<file path="config.mk">
export PLATFORM = sky130hd
export DESIGN_NAME = reg_writeback_arbiter
export DESIGN_NICKNAME = d
export VERILOG_FILES = /design/src/rtl/reg_writeback_arbiter.sv
export SDC_FILE = /design/constraint.sdc
export NUM_CORES = 1
export LEC_CHECK = 0
export ABC_AREA = 1
export BUFFER_PORTS_ARGS = -buffer_cell sky130_fd_sc_hd__clkbuf_2
export CAP_MARGIN = 20
export CORE_MARGIN = 1
export CORE_UTILIZATION = 45
export DETAILED_ROUTE_END_ITERATION = 7
export HOLD_SLACK_MARGIN = 0.08
export PLACE_DENSITY = 0.8
export REMOVE_ABC_BUFFERS = 1
export SETUP_SLACK_MARGIN = 0.15
export SYNTH_ARGS = -nofsm -noshare
export SYNTH_HDL_FRONTEND = slang
export SYNTH_SLANG_ARGS = --single-unit
export TNS_END_PERCENT = 5
</file>
<file path="constraint.sdc">
create_clock -name CLK -period 3.02 [get_ports CLK]
set_input_delay 0.453 -clock CLK [delete_from_list [all_inputs] [get_ports CLK]]
set_output_delay 0.453 -clock CLK [all_outputs]
set_load 0.02 [all_outputs]
</file>
<file path="src/rtl/reg_writeback_arbiter.sv">
// Register-file write-port arbiter: pipeline writeback over queued mul/div results.
// Optional macro WB_ARB_BYPASS_EN loads a mul/div result straight into the output register.
module reg_writeback_arbiter #(
  parameter int DATA_WIDTH = 32,
  parameter int ADDR_WIDTH = 5,
  parameter int FIFO_DEPTH = 2
) (
  input  logic                          CLK,
  input  logic                          RESET,
  input  logic                          WB_ENABLE,
  input  logic [ADDR_WIDTH-1:0]         WB_ADDRESS,
  input  logic [DATA_WIDTH-1:0]         WB_DATA,
  input  logic                          MD_VALID,
  input  logic [ADDR_WIDTH-1:0]         MD_ADDRESS,
  input  logic [DATA_WIDTH-1:0]         MD_DATA,
  output logic                          MD_READY,
  input  logic [ADDR_WIDTH-1:0]         RS1_ADDRESS,
  input  logic [ADDR_WIDTH-1:0]         RS2_ADDRESS,
  output logic                          HAZARD,
  output logic                          WRITE_ENABLE,
  output logic [ADDR_WIDTH-1:0]         WRITE_ADDRESS,
  output logic [DATA_WIDTH-1:0]         WRITE_DATA,
  output logic [$clog2(FIFO_DEPTH):0]   FIFO_COUNT
);

  localparam int PW = $clog2(FIFO_DEPTH);
  localparam int CW = PW + 1;

  logic [ADDR_WIDTH-1:0] fa_q [FIFO_DEPTH];
  logic [DATA_WIDTH-1:0] fd_q [FIFO_DEPTH];

  logic [PW-1:0]         rd_q, rd_d;
  logic [PW-1:0]         wr_q, wr_d;
  logic [CW-1:0]         cnt_q, cnt_d;
  logic                  we_q, we_d;
  logic [ADDR_WIDTH-1:0] wa_q, wa_d;
  logic [DATA_WIDTH-1:0] wd_q, wd_d;

  logic wb_fire;
  logic md_hs;
  logic md_push;
  logic empty;
  logic byp;
  logic push;
  logic pop;
  logic hz;

  assign wb_fire = WB_ENABLE && (WB_ADDRESS != '0);
  assign empty   = (cnt_q == '0);
  assign MD_READY = RESET && (cnt_q < CW'(FIFO_DEPTH));
  assign md_hs   = MD_VALID && MD_READY;
  assign md_push = md_hs && (MD_ADDRESS != '0);

`ifdef WB_ARB_BYPASS_EN
  assign byp = md_push && empty && !wb_fire;
`else
  assign byp = 1'b0;
`endif

  assign push = md_push && !byp;
  assign pop  = !wb_fire && !empty;

  // Pick this cycle's write source and advance the queue pointers.
  always_comb begin
    rd_d  = rd_q;
    wr_d  = wr_q;
    we_d  = 1'b0;
    wa_d  = wa_q;
    wd_d  = wd_q;
    unique case (1'b1)
      wb_fire: begin
        we_d = 1'b1;
        wa_d = WB_ADDRESS;
        wd_d = WB_DATA;
      end
      pop: begin
        we_d = 1'b1;
        wa_d = fa_q[rd_q];
        wd_d = fd_q[rd_q];
        rd_d = rd_q + 1'b1;
      end
      byp: begin
        we_d = 1'b1;
        wa_d = MD_ADDRESS;
        wd_d = MD_DATA;
      end
      default: ;
    endcase
    if (push) wr_d = wr_q + 1'b1;
    cnt_d = cnt_q + CW'(push) - CW'(pop);
  end

  // Control state and output register; reset empties the queue at once.
  always_ff @(posedge CLK or negedge RESET) begin
    if (!RESET) begin
      rd_q  <= '0;
      wr_q  <= '0;
      cnt_q <= '0;
      we_q  <= 1'b0;
      wa_q  <= '0;
      wd_q  <= '0;
    end else begin
      rd_q  <= rd_d;
      wr_q  <= wr_d;
      cnt_q <= cnt_d;
      we_q  <= we_d;
      wa_q  <= wa_d;
      wd_q  <= wd_d;
    end
  end

  // Queue storage; validity comes from the pointers, so no reset needed.
  always_ff @(posedge CLK) begin
    if (push) begin
      fa_q[wr_q] <= MD_ADDRESS;
      fd_q[wr_q] <= MD_DATA;
    end
  end

  function automatic logic src_hit(input logic [ADDR_WIDTH-1:0] a);
    return ((RS1_ADDRESS != '0) && (RS1_ADDRESS == a)) ||
           ((RS2_ADDRESS != '0) && (RS2_ADDRESS == a));
  endfunction

  // Flag a source register that still has a queued or registered write.
  always_comb begin
    hz = 1'b0;
    for (int i = 0; i < FIFO_DEPTH; i++) begin
      if ((CW'(PW'(PW'(i) - rd_q)) < cnt_q) && src_hit(fa_q[i]))
        hz = 1'b1;
    end
    if (we_q && src_hit(wa_q))
      hz = 1'b1;
  end

  assign HAZARD        = RESET && hz;
  assign WRITE_ENABLE  = we_q;
  assign WRITE_ADDRESS = wa_q;
  assign WRITE_DATA    = wd_q;
  assign FIFO_COUNT    = cnt_q;

endmodule
</file>
==> results.toml <==
[status]
outcome = "completed"

[final_layout]
final_util_pct = 59.3
area_growth_pct = 27.0
antenna_cells = 0
drive_gt1_share_pct = 29.4
final_nets = 719
finalNonFillerCells = 782
fillers = 875

[routing]
wl_met2_um = 6530
detail-route-antenna-nets = 0
vias = 4001
wl_per_cell_um = 16.2
viasPerCell = 5.12
m1WireLength_um = 4980
drt-total-wl_um = 12600
top_layer = "met4"
drc = 0
drtPass1Iterations = 5
drtIter0Drc = 257
wl_met3_um = 1040

[synthesis]
synthSimpleGateAreaFrac_pct = 21.6
synth_area_per_cell_sq_um = 10.4
synth.most_common_cell = "nand2_1"
ys.flop_type = "edfxtp_1"
synth_top_family_by_area = "simple AND/OR/NAND/NOR gates"
yosysWarnings = 0
synth_adder_area_share_pct = 0.488
synth_top_area_share_pct = 43.3
synth-xor-area-share_pct = 4.10
synth_area_sq_mm = 0.00513
ys_ff_latch = 116
synth_async_sr_flop_share_pct = 36.2
synthCells = 495
synth_compound_area_share_pct = 5.25
synthTopCellsByArea = "edfxtp_1 (43%), dfrtp_1 (21%), nand2_1 (10%)"
yosys-top-cells-count = "nand2_1 (143), edfxtp_1 (74), nor2_1 (59)"
synth-edff-count = 74
synth_mux_area_share_pct = 0
synth_top_cell_by_area = "edfxtp_1"
yosysSeqAreaShare_pct = 63.9
synthDistinctLibCells = 28

[setup_path]
path_class = "flop to output port"
path_common_cell = "nand2_1"
cp_slowest_cell = "edfxtp_1"
path_cells = "xnor2_1 -> nand2_1 -> nor2_1 -> nand2_1 -> nand2_1 -> nand2_1 -> nand3_1 -> nand2_1 -> inv_1 -> clkbuf_2"
max_stage_delay_ns = 0.44
path_buf_inv = 2
startpoint_type = "flop"
cp-end-kind = "output port"
crit_arrival_ns = 1.74
cp.required_ns = 2.57
worstPathMaxFanout = 3
worst_path_dominant_cell_family = "simple AND/OR/NAND/NOR gates"

[die]
fp.dieH_um = 109
fp.dieW_um = 109
die_area_sq_mm = 0.0118
io_pins = 130
std_cell_rows = 38
core_sq_mm = 0.0110
start_util_pct = 46.7

[pwr]
power.density_mw_per_mm2 = 909
p_leak_nw = 2.97
finalPower_mw = 5.92
peakVddDrop_mv = 0.486

[clock_tree]
clk_pin_slew_ns = 0.06
cts_buffers = 17
cts_max_path_buffers = 2
cts_tree = "built"
cts_resized = 0
cts_root_buffer = "clkbuf_16"
post_cts_buffers = 0
cts_hold_buffers = 0
clock_latency_ns = 0.41
clock_sinks = 116
htreeDepth = 4

[worst_hold_path]
hold_path.class = "input pin to async pin"

[placement]
dp_hpwl_um = 8340
gp_congestion = 0.849
dp.cells = 750
port-buffer-count = 129

[global_route]
track_usage_pct = 22.6
grt_max_degree = 44
overflow = 0
grt_pass1_wl_um = 19800
grt_pass1_vias = 4089
antenna_found_initial = 0

[timing]
max_freq_mhz = 455
final-setup-viol-count = 0
rsz0062_at_grt = "false"
final_hold_viol_count = 0
finalClockSkew_ns = 0.0120
layout_min_cycle_time_ns = 2.20
fin_crit_sh_pct = 72.7
slew_headroom_pct = 60.4
worstMarginPinSlew_ns = 0.594
final_max_slew_viol_count = 0

[run]
cap_violations = 0
-- power by group --
part	leakage, nW	total, mW	switching, mW	internal [mW]
Clock	0.286	2.01	0.773	1.24
Sequential	1.16	2.22	0.200	2.02
Combinational	1.53	1.69	1.13	0.560
-- worst register-to-register path, delay by kind of cell, from the launching register on --
| family | cells | cell delay (ns) |
|---|---|---|
| buffers and inverters | 1 | 0.26 |
| AND/OR/NAND/NOR | 3 | 0.95 |
| flip-flops | 1 | 0.42 |
-- worst paths after layout --
| check | startpoint | to | slack, ns | depth (start not counted) |
|---|---|---|---|---|
| hold / removal | RESET | WRITE_DATA[25] | 0.15 | 2 |
| setup reg to reg | FIFO_COUNT[1] | fd_q[1][19] | 1.09 | 4 |
| max in group asynchronous | RESET | WRITE_DATA[24] | 2.46 | 2 |
| min in group CLK | MD_DATA[13] | fd_q[0][13] | 0.23 | 1 |
| setup / recovery | fa_q[1][2] | HAZARD | 0.82 | 10 |
| hold reg to reg | fd_q[0][4] | WRITE_DATA[4] | 0.49 | 2 |
-- routing by layer --
metal	vias up	GRT usage (%)
met4	0	8.98
met3	6	6.63
met5	-	0
li1	1928	-
met2	160	38.8
met1	1907	26.7
-- placed cells by master, fill, tap and decap left out, types with 2 or more instances in the layout --
cell type   count
clkinvlp_4      2
o22ai_1        20
buf_12          2
o21ai_0         4
or2_2           7
bufinv_16       2
nor2_4          2
xnor2_1        15
nand2_1       143
o211ai_2        2
o211ai_1       11
edfxtp_1       74
dfrtp_1        42
ha_1            2
clkinv_4        2
nor2_1         57
clkbuf_16      17
inv_1          28
nand3_1        46
inv_6           8
nand2_2         2
clkbuf_2      129
buf_4           6
xor2_1          9
inv_2           2
-- logic make-up (layout without fill, tap and decap cells) --
kind of cell / Yosys count / in the layout
flops: 116 / 116
buf+inv: 52 / 199
xor+xnor: 24 / 24
fa+ha+maj: 2 / 2
simple gates: 263 / 263
compound gates: 38 / 38
-- layout make-up --
type	instances	area, sq um	share of cell area [%]
inverters	30	113	1.73
clock buffers	17	425	6.53
clock inverters	15	168	2.58
multi-input cells	327	1630	25.0
repair buffers	137	731	11.2
flip-flops and latches	116	3270	50.3
well taps	140	175	2.69
-- state kept, by name, summed over array words and instances (netlist names) --
signal,flops
rd_q,1
fd_q,64
WRITE_ENABLE,1
WRITE_DATA,32
WRITE_ADDRESS,5
FIFO_COUNT,2
wr_q,1
fa_q,10
-- per-stage QoR --
step / worst slack [ns] / TNS [ns] / area [sq um] / hold WS (ns)
after floorplan: -0.0686 / -5.07 / 5000 / 0.157
after global placement: 0.804 / 0 / 5920 / 0.477
after detailed placement: 0.681 / 0 / 5920 / 0.477
after CTS: 0.801 / 0 / 6510 / 0.160
after global routing: 0.640 / 0 / 6510 / 0.193
final: 0.824 / 0 / 6510 / 0.155
No activity file was read; power rests on OpenSTA's default activity.
